<file path="src/rtl/cu_pkg.sv">
// Shared decode constants and types for the control unit.
// Opcodes, ALU operation codes and datapath select encodings.
package cu_pkg;

  localparam logic [6:0] OP_R    = 7'b0110011;
  localparam logic [6:0] OP_I    = 7'b0010011;
  localparam logic [6:0] OP_LW   = 7'b0000011;
  localparam logic [6:0] OP_SW   = 7'b0100011;
  localparam logic [6:0] OP_BR   = 7'b1100011;
  localparam logic [6:0] OP_JAL  = 7'b1101111;
  localparam logic [6:0] OP_JALR = 7'b1100111;
  localparam logic [6:0] OP_LUI  = 7'b0110111;

  localparam logic [6:0] F7_BASE = 7'b0000000;
  localparam logic [6:0] F7_ALT  = 7'b0100000;

  typedef enum logic [4:0] {
    ALU_ADD    = 5'b00000,
    ALU_SUB    = 5'b00001,
    ALU_AND    = 5'b00010,
    ALU_OR     = 5'b00011,
    ALU_XOR    = 5'b00100,
    ALU_SLT    = 5'b00101,
    ALU_SLTU   = 5'b00110,
    ALU_SLL    = 5'b00111,
    ALU_SRL    = 5'b01000,
    ALU_SRA    = 5'b01001,
    ALU_PASS_B = 5'b01010
  } alu_op_t;

  typedef enum logic [1:0] {
    PC_PLUS4  = 2'b00,
    PC_TARGET = 2'b01,
    PC_ALU    = 2'b10
  } pc_src_t;

  typedef enum logic [1:0] {
    RES_ALU = 2'b00,
    RES_MEM = 2'b01,
    RES_PC4 = 2'b10,
    RES_IMM = 2'b11
  } res_src_t;

  typedef enum logic [2:0] {
    IMM_I = 3'b000,
    IMM_S = 3'b001,
    IMM_B = 3'b010,
    IMM_J = 3'b011,
    IMM_U = 3'b100
  } imm_src_t;

  typedef enum logic [2:0] {
    CLS_ADD,
    CLS_R,
    CLS_I,
    CLS_BR,
    CLS_PASS
  } alu_cls_t;

  typedef struct packed {
    pc_src_t  pcsrc;
    res_src_t resultsrc;
    logic     memwrite;
    logic     alusrc;
    logic     regwrite;
    imm_src_t immsrc;
  } ctrl_t;

  localparam ctrl_t CTRL_DEF = '{
    pcsrc:     PC_PLUS4,
    resultsrc: RES_ALU,
    memwrite:  1'b0,
    alusrc:    1'b0,
    regwrite:  1'b0,
    immsrc:    IMM_I
  };

endpackage

</file>
<file path="src/rtl/control_unit_alu_decoder.sv">
// ALU decoder: instruction class plus funct fields to ALU operation.
// Also flags funct7/funct3 combinations that have no encoding.
module alu_decoder
  import cu_pkg::*;
(
  input  alu_cls_t   cls,
  input  logic [2:0] f3,
  input  logic [6:0] f7,
  output alu_op_t    alu,
  output logic       illegal
);

  logic    alt;
  logic    base;
  alu_op_t fmap;

  assign alt  = (f7 == F7_ALT);
  assign base = (f7 == F7_BASE);

  always_comb begin
    fmap = ALU_ADD;
    unique case (f3)
      3'b000: fmap = (cls == CLS_R && alt) ? ALU_SUB : ALU_ADD;
      3'b001: fmap = ALU_SLL;
      3'b010: fmap = ALU_SLT;
      3'b011: fmap = ALU_SLTU;
      3'b100: fmap = ALU_XOR;
      3'b101: fmap = alt ? ALU_SRA : ALU_SRL;
      3'b110: fmap = ALU_OR;
      3'b111: fmap = ALU_AND;
      default: fmap = ALU_ADD;
    endcase
  end

  always_comb begin
    alu     = ALU_ADD;
    illegal = 1'b0;
    case (cls)
      CLS_PASS: alu = ALU_PASS_B;
      CLS_R: begin
        alu = fmap;
        illegal = !(base ||
                    (alt && (f3 == 3'b000 || f3 == 3'b101)));
      end
      CLS_I: begin
        alu = fmap;
        if (f3 == 3'b001) illegal = !base;
        if (f3 == 3'b101) illegal = !(base || alt);
      end
      CLS_BR: begin
        // bits [2:1]: 00 eq/ne, 10 lt/ge, 11 ltu/geu
        unique case (f3[2:1])
          2'b00:   alu = ALU_SUB;
          2'b10:   alu = ALU_SLT;
          2'b11:   alu = ALU_SLTU;
          default: illegal = 1'b1;
        endcase
      end
      default: alu = ALU_ADD;
    endcase
    if (illegal) alu = ALU_ADD;
  end

endmodule

</file>
<file path="src/rtl/control_unit.sv">
// Main decoder for the single-cycle RV32I-subset core.
// Combinational datapath controls plus a sticky illegal flag.
module control_unit
  import cu_pkg::*;
(
  input  logic        clk,
  input  logic        rst,
  output logic [1:0]  PCSrc,
  output logic [1:0]  ResultSrc,
  output logic        MemWrite,
  output logic        ALUSrc,
  output logic        RegWrite,
  output logic [4:0]  ALUControl,
  output logic [2:0]  ImmSrc,
  input  logic [31:0] Instr,
  input  logic        Zero,
  input  logic        Negative,
  output logic        IllegalInstr
);

  logic [6:0] op;
  logic [2:0] f3;
  logic [6:0] f7;
  assign op = Instr[6:0];
  assign f3 = Instr[14:12];
  assign f7 = Instr[31:25];

  logic unused;
  assign unused = &{1'b0, Negative, Instr[24:15], Instr[11:7]};

  alu_cls_t cls;
  alu_op_t  alu;
  logic     alu_ill;
  logic     dec_ill;
  logic     illegal;
  logic     taken;
  ctrl_t    c;
  ctrl_t    o;

  alu_decoder u_alu_dec (
    .cls     (cls),
    .f3      (f3),
    .f7      (f7),
    .alu     (alu),
    .illegal (alu_ill)
  );

  // eq/ne compare via SUB; lt/ge via SLT result, so the sense flips
  assign taken = Zero ^ f3[0] ^ f3[2];

  always_comb begin
    c       = CTRL_DEF;
    cls     = CLS_ADD;
    dec_ill = 1'b0;
    case (op)
      OP_R: begin
        c.regwrite = 1'b1;
        cls        = CLS_R;
      end
      OP_I: begin
        c.regwrite = 1'b1;
        c.alusrc   = 1'b1;
        cls        = CLS_I;
      end
      OP_LW: begin
        c.regwrite  = 1'b1;
        c.alusrc    = 1'b1;
        c.resultsrc = RES_MEM;
        dec_ill     = (f3 != 3'b010);
      end
      OP_SW: begin
        c.memwrite = 1'b1;
        c.alusrc   = 1'b1;
        c.immsrc   = IMM_S;
        dec_ill    = (f3 != 3'b010);
      end
      OP_BR: begin
        c.immsrc = IMM_B;
        c.pcsrc  = taken ? PC_TARGET : PC_PLUS4;
        cls      = CLS_BR;
      end
      OP_JAL: begin
        c.regwrite  = 1'b1;
        c.resultsrc = RES_PC4;
        c.immsrc    = IMM_J;
        c.pcsrc     = PC_TARGET;
      end
      OP_JALR: begin
        c.regwrite  = 1'b1;
        c.alusrc    = 1'b1;
        c.resultsrc = RES_PC4;
        c.pcsrc     = PC_ALU;
        dec_ill     = (f3 != 3'b000);
      end
      OP_LUI: begin
        c.regwrite  = 1'b1;
        c.alusrc    = 1'b1;
        c.immsrc    = IMM_U;
        c.resultsrc = RES_IMM;
        cls         = CLS_PASS;
      end
      default: dec_ill = 1'b1;
    endcase
  end

  assign illegal = dec_ill | alu_ill;
  assign o = illegal ? CTRL_DEF : c;

  assign PCSrc      = o.pcsrc;
  assign ResultSrc  = o.resultsrc;
  assign MemWrite   = o.memwrite;
  assign ALUSrc     = o.alusrc;
  assign RegWrite   = o.regwrite;
  assign ImmSrc     = o.immsrc;
  assign ALUControl = illegal ? ALU_ADD : alu;

  always_ff @(posedge clk) begin
    if (rst) IllegalInstr <= 1'b0;
    else if (illegal) IllegalInstr <= 1'b1;
  end

endmodule

</file>
<file path="config.mk">
export PLATFORM = sky130hd
export DESIGN_NAME = control_unit
export DESIGN_NICKNAME = d
export VERILOG_FILES = /design/src/rtl/cu_pkg.sv /design/src/rtl/control_unit_alu_decoder.sv /design/src/rtl/control_unit.sv
export SDC_FILE = /design/constraint.sdc
export NUM_CORES = 1
export LEC_CHECK = 0
export ABC_AREA = 1
export CORE_MARGIN = 2
export CORE_UTILIZATION = 30
export DETAILED_ROUTE_END_ITERATION = 8
export PLACE_DENSITY = 0.76
export SLEW_MARGIN = 10
export SYNTH_ARGS = -nofsm -noshare
export SYNTH_HDL_FRONTEND = slang
export SYNTH_SLANG_ARGS = --single-unit
</file>
<file path="constraint.sdc">
create_clock -name clk -period 1.5 [get_ports clk]
set_input_delay 0.15 -clock clk [delete_from_list [all_inputs] [get_ports clk]]
set_output_delay 0.15 -clock clk [all_outputs]
set_load 0.1 [all_outputs]
</file>
==> results.yml, run 1 <==
outcome:
  outcome: "aborted with a tool error"
  stop_stage: "4_1_cts"
  error: "[ERROR DPL-0033] detailed placement checks failed during check placement."
clock_network:
  cts_resized: 115
  postCtsSetupBuffers: 11
  holdBufCountCts: 0
yosys:
  syn_area_um2: 548
  ys_seq_area_frac: 0.0365
  synth.avg_cell_area_um2: 4.53
  async_flop_share: 0
  ys_ff_latch: 1
  synth_fp_nets: 157
  synth.most_common_cell: "nand2_1"
  synthTopCellsByArea: "nand2_1, nor2_1, inv_1, nand3_1, a21oi_1"
  synth_edf_count: 0
  yosys.area.top_type: "nand2_1"
  synth_ff_type: "dfxtp_1"
  synthCells: 121
  yosysWarnings: 0
  synthTopCellsByCount: "nand2_1, nor2_1, inv_1"
  synth_top_area_share: 0.260
  synth_cell_types: 22
placed_design:
  dp_hpwl_um: 2270
  io_buffer_count: 34
  placed_area_um2: 1520
  place.gp.congestion: 0.949
die:
  die_w_um: 46.7
  start_util: 0.317
  die_h_um: 46.7
  boundaryPins: 52
  fp-row-count: 15
-- stage by stage --
step                setup slack (ps)   util  std cells  hold slack (ps)
floorplan                       -153      -        121              219
global placement                -600  0.883        212              475
detailed placement              -680  0.883        212              489
-- cell families after synthesis --
group                  after synthesis  share of synthesized area
other                                1                    0.00684
DFF                                  1                     0.0365
and+or+nand+nor                     89                      0.694
buffers and inverters               19                      0.142
AOI/OAI and AO/OA                   11                      0.121
==> run 2, diff against run 1 <==
Settings changed: CORE_AREA set to 2 2 63 65, CORE_MARGIN 2 to not set, CORE_UTILIZATION 30 to not set, DIE_AREA set to 0 0 65 67, PLACE_DENSITY 0.76 to not set, PLACE_DENSITY_LB_ADDON set to 0.15.
==> results.yml, run 2 <==
grt:
  grt_pass1_wl_um: 4280
  antenna_found_initial: 0
  grt_util_all_layers: 0.119
  use_met2: 0.253
  gr-total-overflow: 0
  busiest_layer: "met2"
  grt_pass1_vias: 1007
  grt_start_max_net_pins: 8
  met1_usage: 0.137
  gr-usage-met3: 0.00507
run:
  maxCapViolations: 0
yosys:
  synth.avg_cell_area_um2: 4.53
  synth.most_common_cell: "nand2_1"
  yosysWarnings: 0
  synthTopCellsByCount: "nand2_1, nor2_1, inv_1"
  synthCells: 121
  syn_area_um2: 548
  synth_fp_nets: 157
  yosys.area.top_type: "nand2_1"
  ys_seq_area_frac: 0.0365
  async_flop_share: 0
  synthTopCellsByArea: "nand2_1, nor2_1, inv_1, nand3_1, a21oi_1"
  synth_cell_types: 22
  ys_ff_latch: 1
  synth_top_area_share: 0.260
  synth_ff_type: "dfxtp_1"
  synth_edf_count: 0
timing:
  setup_violations: 14
  hold_slack_ps: 498
  period_needed_ps: 1670
  clock-skew-final_ps: 0
  rsz0062_at_grt: "true"
  setup_ws_ps: -168
  hold_viol_final: 0
  maxSlewViolCount: 0
  fmax_ghz: 0.599
  timing.final.crit_share: 1.11
finish:
  area_growth_pct: 231
  final_common_cell: "buf_4"
  largest_reg_flops: 1
  seq_area_um2: 20.0
  nNetsFinal: 244
  fill_cells: 363
  regMostFlops: "IllegalInstr"
  final_area_um2: 1810
  final_cell_mix: "buf_4, nor2_4, nand2_1"
  reg_top3: "IllegalInstr x1"
  drive_above_1_share: 0.748
  final-instance-count-excl-fill: 254
  antenna_cells: 0
  multi_input_area_um2: 748
die:
  core_um2: 3610
  die_w_um: 65
  fp-row-count: 22
  die_h_um: 67
  start_util: 0.152
  boundaryPins: 52
  die_area_um2: 4360
route:
  drt_iter0_markers: 17
  drc: 0
  wirelength_um: 2540
  wl_per_cell_um: 10.0
  first_pass_iters: 4
  vias: 1031
  postRouteAntennaNets: 0
  post_drt_via_cell_ratio: 4.06
clock_network:
  holdBufCountCts: 0
  worstSkewPairLatency_ps: 0
  clkTransAtPathRegs_ps: 0
worst_setup_path:
  rr_worst_depth: 2
  critPathMaxFanout: 4
  worstSetupStartpoint: "Instr[4]"
  start_kind: "primary input"
  crit_type: "in -> out"
  worstPathRequired_ps: 1350
  crit_arrival_ps: 1520
  r2r_start: "IllegalInstr"
  crit_path_end_kind: "output pin"
min_path:
  hp-class: "reg -> reg"
  worstHoldStart: "IllegalInstr"
  min_path_cells: 2
outcome:
  outcome: "finished, violations left"
  failed_checks: "setup timing"
placed_design:
  io_buffer_count: 34
  placed_area_um2: 1610
  dp_hpwl_um: 2100
  post-place-cells: 242
  place.gp.congestion: 0.841
power_and_ir_drop:
  finalPower_uw: 318
  power_density_nw_per_um2: 175
  vdd_drop_max_uv: 59.3
  power.leakage_nw: 0.826
run 2: cell counts after synthesis:
No cell type changed its count.
run 2: timing repair:
action | CTS | global route
gates cloned | 1 | 0
setup buffers | 8 | 4
resized for setup | 65 | 55
setup endpoints to repair | 15 | 15
pin swaps | 27 | 28
run 2: logic make-up (layout without fill, tap and decap cells):
logic type	after synthesis	count (layout)	share of synthesized area
AOI/OAI and AO/OA	11	11	0.121
buffers and inverters	19	104	0.142
DFF	1	1	0.0365
other	1	1	0.00684
and+or+nand+nor	89	89	0.694
run 2: area by class of cell:
cell class / instances / area share
flip-flops and latches: 1 / 0.0110
inverters: 18 / 0.0538
multi-input cells: 101 / 0.412
repair inverters: 1 / 0.00483
repair buffers: 85 / 0.485
well taps: 48 / 0.0331
run 2: metal layers:
| layer | vias up | wire length [um] |
|---|---|---|
| li1 | 545 | - |
| met1 | 461 | 1000 |
| met2 | 25 | 1440 |
| met3 | 0 | 100 |
| met4 | 0 | 0 |
| met5 | - | 0 |
run 2: critical path, stage by stage:
cell and delay (ps):
buf_6 100, buf_6 120, nand2_2 60, nor2_2 40, nand2_2 70, buf_6 110, inv_2 30, nand3_2 80
nand3_4 90, nor2_4 240, clkinv_4 140, nor2_4 120, buf_12 180
run 2: worst paths after layout:
kind | slack (ps) | to
worst max-delay path | -170 | PCSrc[1]
worst min-delay path | 500 | IllegalInstr
worst max register to register | 880 | IllegalInstr
worst min register to register | 500 | IllegalInstr
run 2: power breakdown:
group / leakage (nW) / internal (mW) / total, mW / switching [mW]
sequential: 0.00844 / 0.0289 / 0.0308 / 0.00188
clock: 0 / 0 / 0 / 0
combinational: 0.817 / 0.131 / 0.287 / 0.156
run 2: per-stage QoR:
stage | setup WS, ps | util | TNS [ps]
floorplan | -153 | - | -1270
global placement | -568 | 0.445 | -7510
detailed placement | -610 | 0.445 | -8060
CTS | -267 | 0.485 | -2840
global route | -281 | 0.503 | -2880
finish | -168 | 0.503 | -1600
No activity file was read; power rests on OpenSTA's default activity.
==> run 3, diff against run 2 <==
Settings changed: GPL_ROUTABILITY_DRIVEN set to 0.
==> results.yml, run 3 (synthesis gave the netlist of run 2 again) <==
timing:
  hold_slack_ps: 481
  clock-skew-final_ps: 0
  fmax_ghz: 0.600
  hold_viol_final: 0
  rsz0062_at_grt: "true"
  maxSlewViolCount: 0
  setup_violations: 13
  period_needed_ps: 1670
  setup_ws_ps: -166
  timing.final.crit_share: 1.11
worst_setup_path:
  timing.rr.end: "IllegalInstr"
  crit_path_end_kind: "output pin"
  reg2reg_slack_ps: 890
  worstPathRequired_ps: 1350
  r2r_start: "IllegalInstr"
  crit_type: "in -> out"
  crit_arrival_ps: 1520
  worstSetupEndpoint: "ImmSrc[0]"
  worstSetupStartpoint: "Instr[6]"
  rr_worst_depth: 2
  start_kind: "primary input"
  critPathMaxFanout: 5
finish:
  final-instance-count-excl-fill: 255
  regMostFlops: "IllegalInstr"
  final_cell_mix: "buf_4, nor2_4, nand2_2"
  drive_above_1_share: 0.763
  largest_reg_flops: 1
  area_growth_pct: 244
  final_common_cell: "buf_4"
  antenna_cells: 0
  fin_util: 0.522
  reg_top3: "IllegalInstr x1"
  fill_cells: 365
  nNetsFinal: 245
route:
  drc: 0
  vias: 1050
  postRouteAntennaNets: 0
  first_pass_iters: 4
  post_drt_via_cell_ratio: 4.12
  drt_iter0_markers: 14
  wl_per_cell_um: 10.2
  wirelength_um: 2590
run:
  maxCapViolations: 0
placed_design:
  io_buffer_count: 34
  post-place-cells: 241
  pre_cts_ws_ps: -606
  dp_hpwl_um: 2020
die:
  die_area_um2: 4360
  start_util: 0.152
  boundaryPins: 52
  die_w_um: 65
  fp-row-count: 22
  core_um2: 3610
  die_h_um: 67
power_and_ir_drop:
  power_density_nw_per_um2: 174
  finalPower_uw: 328
  power.leakage_nw: 0.843
  vdd_drop_max_uv: 70.4
grt:
  antenna_found_initial: 0
  grt_pass1_wl_um: 4060
  gr-total-overflow: 0
  grt_pass1_vias: 1004
  grt_util_all_layers: 0.112
  grt_start_max_net_pins: 8
outcome:
  outcome: "finished, violations left"
  failed_checks: "setup timing"
clock_network:
  worstSkewPairLatency_ps: 0
  holdBufCountCts: 0
  clkTransAtPathRegs_ps: 0
min_path:
  hp-class: "reg -> reg"
  min_path_cells: 2
-- run 3: worst min-delay path by stage --
stage / endpoint / start / slack (ps)
2_1_floorplan: IllegalInstr / rst / 220
3_3_place_gp: IllegalInstr / IllegalInstr / 470
3_5_place_dp: IllegalInstr / IllegalInstr / 490
4_1_cts: IllegalInstr / IllegalInstr / 490
5_1_grt: IllegalInstr / IllegalInstr / 520
6_report: IllegalInstr / IllegalInstr / 480
-- run 3: worst max-delay path, stage by stage --
cell	delay (ps)
buf_8	100
buf_6	110
nor2_4	150
nand2_2	100
nand2_2	80
nor2_1	50
nand2_1	70
nand2_2	60
nor2_4	160
buf_12	130
inv_8	40
nor2_4	120
buf_12	180
-- run 3: final cells by class --
cell class / instances / area, um^2 / area share
Timing Repair Buffer: 86 / 903 / 0.480
Multi-Input combinational cell: 101 / 793 / 0.421
Inverter: 18 / 97.6 / 0.0518
Tap cell: 48 / 60.1 / 0.0319
Sequential cell: 1 / 20.0 / 0.0106
Timing Repair inverter: 1 / 8.76 / 0.00465
-- run 3: power breakdown --
group / switching [mW] / total (mW) / leakage [nW] / internal, mW
clock network: 0 / 0 / 0 / 0
registers: 0.00191 / 0.0308 / 0.00844 / 0.0289
logic: 0.161 / 0.297 / 0.835 / 0.136
total: 0.163 / 0.328 / 0.843 / 0.165
-- run 3: per-stage QoR --
step                setup TNS (ps)  instance area [um^2]
floorplan                    -1270                   762
global placement             -7520                  1600
detailed placement           -7840                  1600
CTS                          -2910                  1780
global route                 -2370                  1880
finish                       -1420                  1880
-- run 3: repair_timing --
action                     4_1_cts  5_1_grt
cloned                           1        0
resized for setup               85       49
pin swaps                       31       32
setup endpoints to repair       15       15
buffers inserted                 9        5
-- run 3: per-layer routing --
metal | up-vias | wire length, um | global-route usage
met5 | - | 0 | 0
met4 | 0 | 38 | 0
met3 | 4 | 169 | 0.00845
met2 | 34 | 1480 | 0.236
met1 | 462 | 902 | 0.127
li1 | 550 | - | -
